`config.mk`:
```
export PLATFORM = sky130hd
export DESIGN_NAME = jogador_automatico
export DESIGN_NICKNAME = d
export VERILOG_FILES = /design/src/rtl/jogador_automatico.sv
export SDC_FILE = /design/constraint.sdc
export NUM_CORES = 1
export LEC_CHECK = 0
export CAP_MARGIN = 20
export CORE_MARGIN = 1
export CORE_UTILIZATION = 55
export CTS_BUF_LIST = sky130_fd_sc_hd__clkbuf_2 sky130_fd_sc_hd__clkbuf_4 sky130_fd_sc_hd__clkbuf_8
export DETAILED_ROUTE_END_ITERATION = 12
export PLACE_DENSITY = 0.8
export SLEW_MARGIN = 10
export SYNTH_ARGS = -nofsm -noshare
export SYNTH_HDL_FRONTEND = slang
export SYNTH_SLANG_ARGS = --single-unit
```
`constraint.sdc`:
```
create_clock -name clock -period 3.05 [get_ports clock]
set_input_delay 0.7625 -clock clock [delete_from_list [all_inputs] [get_ports clock]]
set_output_delay 0.7625 -clock clock [all_outputs]
set_load 0.02 [all_outputs]
```
`src/rtl/jogador_automatico.sv`:
```
// jogador_automatico: watches the game's LED sequence, then replays it on the buttons each round
module jogador_automatico #(
  parameter int HOLD        = 100,
  parameter int GAP         = 100,
  parameter int QUIET       = 1000,
  parameter int PULSO_INI   = 5,
  parameter int RODADA_ERRO = 0
) (
  input  logic       clock,
  input  logic       reset,
  input  logic       habilitar,
  input  logic [3:0] leds,
  input  logic       ganhou,
  input  logic       perdeu,
  output logic       iniciar,
  output logic [3:0] botoes,
  output logic       erro,
  output logic [3:0] db_estado,
  output logic [4:0] db_contagem
);
  typedef enum logic [3:0] {
    INICIAL   = 4'd0,
    PULSO     = 4'd1,
    OBSERVA   = 4'd2,
    PRESSIONA = 4'd3,
    SOLTA     = 4'd4,
    FIM       = 4'd6
  } estado_t;
  localparam logic [15:0] HOLD_M  = 16'(HOLD - 1);
  localparam logic [15:0] GAP_M   = 16'(GAP - 1);
  localparam logic [15:0] QUIET_M = 16'(QUIET - 1);
  localparam logic [15:0] PULSO_M = 16'(PULSO_INI - 1);
  estado_t estado;
  logic [3:0] mem [16];
  logic [3:0] leds_prev, rodada, rodada_nxt;
  logic [4:0] count, ptr, ptr_nxt;
  logic [15:0] timer;
  logic hab_prev, capture, valid, store;
  always_comb begin
    capture    = leds != 4'd0 && leds_prev == 4'd0;
    valid      = (leds & (leds - 4'd1)) == 4'd0;
    store      = estado == OBSERVA && capture && valid && count != 5'd16;
    ptr_nxt    = ptr + 5'd1;
    rodada_nxt = rodada == 4'd15 ? 4'd15 : rodada + 4'd1;
  end
  // The injected round withholds its final press so the game times out
  function automatic logic [3:0] jogada(input logic [3:0] r, input logic [4:0] p);
    return (RODADA_ERRO != 0 && int'(r) == RODADA_ERRO && p == count - 5'd1) ? 4'd0 : mem[p[3:0]];
  endfunction
  always_ff @(posedge clock)
    if (store) mem[count[3:0]] <= leds;
  always_ff @(posedge clock or posedge reset) begin
    if (reset) begin
      estado    <= INICIAL;
      iniciar   <= 1'b0;
      botoes    <= 4'd0;
      erro      <= 1'b0;
      count     <= 5'd0;
      ptr       <= 5'd0;
      rodada    <= 4'd0;
      timer     <= 16'd0;
      leds_prev <= 4'd0;
      hab_prev  <= 1'b0;
    end else begin
      leds_prev <= leds;
      hab_prev  <= habilitar;
      if (estado != FIM && !habilitar) begin
        estado  <= INICIAL;
        iniciar <= 1'b0;
        botoes  <= 4'd0;
        count   <= 5'd0;
        timer   <= 16'd0;
      end else if (estado inside {PULSO, OBSERVA, PRESSIONA, SOLTA} && (ganhou || perdeu)) begin
        estado  <= FIM;
        iniciar <= 1'b0;
        botoes  <= 4'd0;
      end else begin
        case (estado)
          INICIAL: if (!hab_prev) begin
            estado  <= PULSO;
            iniciar <= 1'b1;
            timer   <= 16'd0;
          end
          PULSO: if (timer == PULSO_M) begin
            estado  <= OBSERVA;
            iniciar <= 1'b0;
            count   <= 5'd0;
            rodada  <= 4'd0;
            timer   <= 16'd0;
          end else timer <= timer + 16'd1;
          OBSERVA: begin
            if (capture && (!valid || count == 5'd16)) erro <= 1'b1;
            if (store) count <= count + 5'd1;
            if (leds != 4'd0) timer <= 16'd0;
            else if (count != 5'd0) begin
              if (timer == QUIET_M) begin
                estado <= PRESSIONA;
                ptr    <= 5'd0;
                rodada <= rodada_nxt;
                timer  <= 16'd0;
                botoes <= jogada(rodada_nxt, 5'd0);
              end else timer <= timer + 16'd1;
            end
          end
          PRESSIONA: if (timer == HOLD_M) begin
            estado <= SOLTA;
            botoes <= 4'd0;
            timer  <= 16'd0;
          end else timer <= timer + 16'd1;
          SOLTA: if (timer == GAP_M) begin
            timer <= 16'd0;
            ptr   <= ptr_nxt;
            if (ptr_nxt == count) begin
              estado <= OBSERVA;
              count  <= 5'd0;
            end else begin
              estado <= PRESSIONA;
              botoes <= jogada(rodada, ptr_nxt);
            end
          end else timer <= timer + 16'd1;
          FIM: if (!habilitar) estado <= INICIAL;
          default: estado <= INICIAL;
        endcase
      end
    end
  end
  assign db_estado   = estado;
  assign db_contagem = count;
endmodule

```
* After elaboration in Yosys (flattened, before gate mapping)
Memories as Yosys holds them, arrays and structs flattened. Index checks and enable logic that the tools add are counted.
Storage, ports and cells: input port bits 9, logic and storage cells 128, bits in registers 41, memory bits (writable) 64, memories kept 1
Cells by class: bitwise gates (word level) 3, mux-type cells 49, reduce and logical (&&, ||, !) cells 30, eq/ne operators 32, add/sub/neg operators 4
Memories:
- mem | words 16, bits a word 4, read ports 2, clocked after Yosys merged registers in 0, write ports 1, RTL line 34 | logic [3:0] mem [16];
Operator list (number):
- two-way mux 16 bit | 8
- two-way mux 4 bit | 18
- case mux 16 bit (4 select lines) | 1
- two-way mux 5 bit | 10
- case mux 4 bit (6 select lines) | 1
- != test 4 x 2 -> 1 bit (second input constant) | 5
- adder 16 x 1 -> 16 bit (second input constant) | 1
- == test 16 x 10 -> 1 bit (second input constant) | 1
- == test 16 x 3 -> 1 bit (second input constant) | 1
- == test 16 x 7 -> 1 bit (second input constant) | 1
- nonzero test 4 bit | 4
- case mux 5 bit (3 select lines) | 1
- nonzero test 5 bit | 3
- AND reduction 7 bit | 2
- zero test 4 bit | 3
- != test 4 x 3 -> 1 bit (second input constant) | 3
- != test 4 bit (second input constant) | 3
- case mux 4 bit (3 select lines) | 1
- adder 5 x 1 -> 5 bit (second input constant) | 2
- case mux 5 bit (2 select lines) | 1
- != test 3 x 2 -> 1 bit (second input constant) | 3
- == test 4 x 2 -> 1 bit (second input constant) | 2
- == test 4 x 3 -> 1 bit (second input constant) | 2
- AND reduction 4 bit | 2
- 20 further kinds | 39

* Longest topological paths before layout
Gate-level depths: netlist of the first run.
word-level depth 9, depth in mapped cells 9

* Least setup slack after synthesis of the first run
No wires, ideal clock.
path kind input-to-reg, start input port leds[1], end register timer[13], library setup time 0.066 ns, slack 0.457 ns, arrival 2.527 ns, stages on the path 5, cell sequence or4_1 o32a_2 o221a_2 nor3_2 a22o_1
Between the ends: longest elaborated chain between the ends 5, elaborated cells between the ends (all ways) 7, those cells by class eq/ne: 1; mux: 4; reduce/logical: 2
RTL lines:
- from (decl) | RTL line 12 | input logic [3:0] leds,
- nonzero test 4 bit (*) | RTL line 94 | if (leds != 4'd0) timer <= 16'd0;
- two-way mux 16 bit | RTL line 94
- case mux 16 bit (4 select lines) | RTL line 78 | case (estado)
- two-way mux 16 bit | RTL line 73 | end else if (estado inside {PULSO, OBSERVA, PRESSIONA, SOLTA} && (ganhou || perdeu)) begin
- two-way mux 16 bit | RTL line 67 | if (estado != FIM && !habilitar) begin
- to (signal assigned) | RTL line 90 | end else timer <= timer + 16'd1;
- to (signal assigned) | RTL line 102 | end else timer <= timer + 16'd1;
- to (signal assigned) | RTL line 109 | end else timer <= timer + 16'd1;
- to (decl) | RTL line 37 | logic [15:0] timer;
Mark *: on every way between the ends. The rest lies on a longest branch, timed or not. The select of a mux whose other input is x is not followed. A chain may end at the register's enable or synchronous reset.

* Worst setup path after layout of the first run
start input port leds[1], end register timer[9]
The elaborated chain is that of the path after synthesis.

==> metrics.cfg, run 1 <==
[timing]
finalHoldViolations = 0
tightest_slew_ps = 711
setup_violations = 0
drv_slew = 0
slew_headroom_pct = 52.4
max_freq_mhz = 362
finalCritPeriodShare_pct = 90.7
fin_crit_ps = 2760
whs_ps = 527
rsz0062_at_grt = false
fin_skew_ps = 13.2

[placement]
dp_cells = 575
hpwlAfterDp_mm = 7.85
port_buffers = 22
gp_congestion = 0.874

[hold_path]
worstHoldStart = botoes[0]
hold_path_class = reg2reg
hold_depth = 1
worstHoldEndpoint = botoes[0]

[clock_tree]
clockBufferDepth = 2
clock_latency_ps = 370
h-tree-depth = 3
clkSinkCount = 104
clk_pin_slew_ps = 100
numCtsBuffers = 9
cts_tree = built
post_cts_buffers = 0
cts_resized = 0
cts_hold_buffers = 0
clockRootBuffer = clkbuf_8

[power]
power.density_mw_per_mm2 = 626
leakagePower_nw = 2.21
irDropWorstVdd_mv = 0.303

[global_routing]
first_global_vias = 3646
gr-total-overflow = 0
grt_pass1_wl_mm = 18.5
grt_max_degree = 41
grt_antenna_before_repair = 0
globalRouteTotalUtil_pct = 24.6

[floorplanning]
fp.coreArea_mm2 = 0.00920
dieHeight_um = 99.4
die_width_um = 99.4
die_area_mm2 = 0.00988
ios = 24
placementRows = 35
start_util_pct = 56.7

[synth]
synth-edff-count = 64
ys_ff_latch = 104
yosysSeqAreaShare_pct = 56.0
syn_nets = 439
synth_flop_cell = edfxtp_1
ys_types = 75
syn_inst = 423
async_reset_ff_share_pct = 38.5
ys_warn_count = 0
syn_avg_cell_area_um2 = 12.3
synth_area_mm2 = 0.00522

[setup_path]
critPathRequiredTime_ps = 3360
path_class = in2reg
startpoint_type = input pin
ff2ff_setup_slack_ps = 360
r2r_cells = 7
cp-startpoint = leds[1]
critPathMaxFanout = 8
rr_startpoint = timer[14]
regToRegEndpoint = timer[2]
cp_data_arrival_time_ps = 3080
worst_setup_path_end_kind = register

[cells_and_area]
finalNonFillerCells = 591
n_antenna_cell = 0
drive_gt1_share_pct = 19.6
utilization_pct = 65.2
syn_to_final_growth_pct = 14.8
nNetsFinal = 491

[status]
violations = design-rule violations
outcome = complete, but fails checks

[drt]
wirelength_mm = 11.2
wire_per_inst_um = 19.0
drc = 2
avgViaCountPerCell = 6.35
dr_total_vias = 3750
drt-pass1-iter-count = 8
first_iter_violations = 214
ant_nets = 0

[flow_run]
maxCapViolCount = 0

[cells in the mapped netlist, types with 2 or more instances]
master | number | area (um^2)
nor2_1 | 31 | 116
o2bb2ai_1 | 2 | 17.5
mux4_2 | 16 | 360
ha_1 | 7 | 87.6
nand4_1 | 11 | 68.8
a22o_1 | 8 | 70.1
and2_1 | 2 | 12.5
o311ai_1 | 2 | 17.5
a211oi_1 | 3 | 22.5
dfrtp_1 | 40 | 1000
nand2_1 | 42 | 158
edfxtp_1 | 64 | 1920
xnor2_1 | 5 | 43.8
nor2b_1 | 4 | 25.0
nor3_1 | 15 | 75.1
buf_2 | 5 | 25.0
or4_1 | 5 | 37.5
o21ai_0 | 19 | 95.1
nand2b_1 | 4 | 25.0
xor2_1 | 3 | 26.3
a31o_1 | 2 | 17.5
a221oi_2 | 2 | 30.0
a32o_1 | 2 | 20.0
clkbuf_1 | 11 | 41.3
inv_1 | 14 | 52.6
and3_1 | 4 | 25.0
o31ai_1 | 8 | 60.1
mux2_2 | 5 | 56.3
nor4_4 | 2 | 42.5
nand3_1 | 15 | 75.1
or2_2 | 3 | 18.8
mux2i_1 | 3 | 30.0
a211o_1 | 5 | 43.8
or3_1 | 3 | 18.8
nor4_1 | 2 | 12.5
a21oi_1 | 14 | 70.1
or4_4 | 2 | 22.5
[per-layer routing]
| metal | global-route usage, % | share of wire [%] | vias up | wire length, um |
|---|---|---|---|---|
| met2 | 39.7 | 49 | 124 | 5540 |
| li1 | - | - | 1743 | - |
| met4 | 7.47 | 1.5 | 0 | 171 |
| met3 | 3.65 | 5.9 | 17 | 662 |
| met1 | 35.1 | 43 | 1866 | 4830 |
| met5 | 0 | 0 | - | 0 |
[sequential cells by signal, summed over array words and instances, names as in the netlist]
| register | cells |
|---|---|
| timer | 16 |
| mem | 64 |
| db_contagem | 5 |
| erro | 1 |
| iniciar | 1 |
| ptr | 5 |
| leds_prev | 4 |
| db_estado | 3 |
| botoes | 4 |
| hab_prev | 1 |
[kinds of logic after synthesis]
family	share of synthesized area, %
AOI/OAI and AO/OA	13.3
xor gates and xnor gates	1.77
adders and majority gates	1.68
buffers and inverters	2.42
DFF	56.0
muxes	8.77
other	0.0719
and+or+nand+nor	16.0
[worst max path at each step]
stage                endpoint  slack, ps
floorplan           timer[13]        460
global placement     timer[2]        -70
detailed placement   timer[2]       -110
CTS                  timer[9]        280
global route         timer[2]        190
finish               timer[9]        290
[layout by cell type, fill, tap and decap left out, drive strengths merged, types with 3 or more instances in the layout]
cell / instances
nor2: 31
nor3: 16
nor2b: 4
or3: 3
nand2b: 4
a211oi: 3
xor2: 3
o31ai: 8
o21ai: 21
or2: 4
ha: 7
or4: 7
mux2: 6
dfrtp: 40
a211o: 5
a31o: 3
and3: 4
mux2i: 3
nand3: 16
mux4: 16
buf: 36
xnor2: 5
nand2: 42
inv: 16
clkbuf: 9
edfxtp: 64
a21oi: 15
a22o: 8
nand4: 11
nor4: 5
a221oi: 3
clkdlybuf4s50: 22
[power breakdown]
group	switching, mW	internal [mW]
clock	0.475	0.463
sequential	0.128	1.55
combinational	0.648	0.483
[through the flow]
stage	total power, mW	setup WS, ps	TNS [ps]	instance area, um^2
final	3.75	285	0	5990
after global routing	3.93	188	0	5990
after CTS	3.75	280	0	5990
after detailed placement	2.82	-108	-862	5770
after global placement	2.80	-65.8	-433	5770
after floorplan	2.43	457	0	5220
[layout make-up]
| class | count | area, um^2 |
|---|---|---|
| clock buffers | 9 | 124 |
| clock inverters | 7 | 93.8 |
| inverters | 14 | 52.6 |
| well taps | 111 | 139 |
| repair buffers | 58 | 490 |
| multi-input cells | 288 | 2170 |
| fillers | 667 | 3200 |
| flip-flops and latches | 104 | 2920 |
[critical path: stages]
cell             delay (ps)
clkdlybuf4s50_1         420
or4_1                   610
o32a_2                  440
o221a_2                 360
nor3_2                  170
buf_4                   170
a22o_1                  140
Note: power is estimated with default switching activity, not from simulation.
==> run 2: changes to the inputs <==
==> constraint.sdc (replaced) <==
create_clock -name clock -period 3.05 [get_ports clock]
set_input_delay 0.7625 -clock clock [delete_from_list [all_inputs] [get_ports clock]]
set_output_delay 0.7625 -clock clock [all_outputs]
set_load 0.1 [all_outputs]
==> run 2 against run 1 <==
- via count up 0.21%
- clock-buffer cell count unchanged
- highest routed layer unchanged
- clock skew rose by 1.4 ps
- the run now ends clean
- largest cell class unchanged
- combinational power is 26% higher
- routed wire length grew 1.2%
- non-clock buffer count unchanged
- register-to-register slack improved by 40 ps
- cell count shrank 0.17%
- worst hold slack got worse by 13 ps
- first-iteration DRC count is 27% higher
- total power rose by 7.2%
==> metrics.cfg, run 2 (synthesis results as in run 1) <==
[clock_tree]
cts_resized = 0
clockBufferDepth = 2
clock_latency_ps = 370
h-tree-depth = 3
clockRootBuffer = clkbuf_8
cts_hold_buffers = 0
clk_pin_slew_ps = 100
clkSinkCount = 104
numCtsBuffers = 9
post_cts_buffers = 0
cts_tree = built

[timing]
setup_violations = 0
rsz0062_at_grt = false
fin_skew_ps = 14.6
whs_ps = 513
max_freq_mhz = 361
slew_headroom_pct = 54.4
drv_slew = 0
fin_crit_ps = 2770
fin_setup_tns_ps = 0
tightest_slew_ps = 681
finalCritPeriodShare_pct = 90.7
worst_slack_ps = 282
finalHoldViolations = 0

[setup_path]
rr_startpoint = timer[10]
cp_data_arrival_time_ps = 3080
ff2ff_setup_slack_ps = 400
startpoint_type = input pin
worst_setup_path_end_kind = register
critPathMaxFanout = 8
crit_path_end = timer[2]
path_class = in2reg
critPathRequiredTime_ps = 3360
r2r_cells = 7
regToRegEndpoint = timer[2]
cp-startpoint = leds[1]

[drt]
wire_per_inst_um = 19.2
wirelength_mm = 11.3
first_iter_violations = 271
avgViaCountPerCell = 6.37
dr_total_vias = 3758
ant_nets = 0
drt-pass1-iter-count = 7
drc = 0

[global_routing]
gr-total-overflow = 0
grt_antenna_before_repair = 0
grt_max_degree = 41
grt_pass1_wl_mm = 18.9
globalRouteTotalUtil_pct = 25.2
first_global_vias = 3691

[floorplanning]
die_width_um = 99.4
start_util_pct = 56.7
die_area_mm2 = 0.00988
ios = 24
placementRows = 35
fp.coreArea_mm2 = 0.00920
dieHeight_um = 99.4

[cells_and_area]
drive_gt1_share_pct = 22.1
utilization_pct = 64.7
n_antenna_cell = 0
fillers = 678
nNetsFinal = 491
largest_register_ffs = 64
final_cell_mix = 64 x edfxtp_1, 50 x buf_4, 42 x nand2_1
syn_to_final_growth_pct = 14.0
regArea_mm2 = 0.00292
layout_commonest_cell = edfxtp_1
multi_input_area_mm2 = 0.00217

[power]
leakagePower_nw = 2.24
power.density_mw_per_mm2 = 676
irDropWorstVdd_mv = 0.404
finalPower_mw = 4.02

[flow_run]
maxCapViolCount = 0

[placement]
hpwlAfterDp_mm = 8.03
dp_slack_ps = -131
port_buffers = 22
gp_congestion = 0.876

[status]
outcome = complete, no violations

[hold_path]
hold_path_class = reg2reg

## run 2: worst max-delay path, stage by stage
cell,delay [ps]
clkdlybuf4s50_1,410
or4_1,620
o32a_2,440
o221a_2,350
nor3_2,180
buf_4,180
a22o_1,140
## run 2: worst min-delay path by stage
stage               from         to  cells past startpoint
2_1_floorplan     ptr[1]     ptr[1]                      2
3_3_place_gp   botoes[3]  botoes[3]                      1
3_5_place_dp   botoes[3]  botoes[3]                      1
4_1_cts        botoes[3]  botoes[3]                      1
5_1_grt        botoes[3]  botoes[3]                      1
6_report       botoes[3]  botoes[3]                      1
## run 2: stage by stage
stage,instances,instance area (um^2)
after floorplan,423,5220
after global placement,575,5740
after detailed placement,575,5740
after CTS,590,5950
after global routing,590,5950
final,590,5950
## run 2: routing by layer
metal  wire length (um)  up-vias  global-route usage (%)
li1                   -     1745                       -
met2               5600      117                    40.8
met1               5030     1887                    35.4
met4                114        0                    6.67
met3                595        9                    4.92
met5                  0        -                       0
## run 2: layout make-up
type                            instances  share of cell area, %
Sequential cell                       104                   49.1
Clock inverter                          6                   1.43
Multi-Input combinational cell        288                   36.5
Timing Repair Buffer                   58                   7.66
Tap cell                              111                   2.33
Clock buffer                            9                   2.08
Inverter                               14                  0.883
## run 2: where the power goes
part	switching, mW	total [mW]	internal (mW)
Clock	0.460	0.916	0.455
Sequential	0.130	1.68	1.55
Combinational	0.957	1.42	0.464
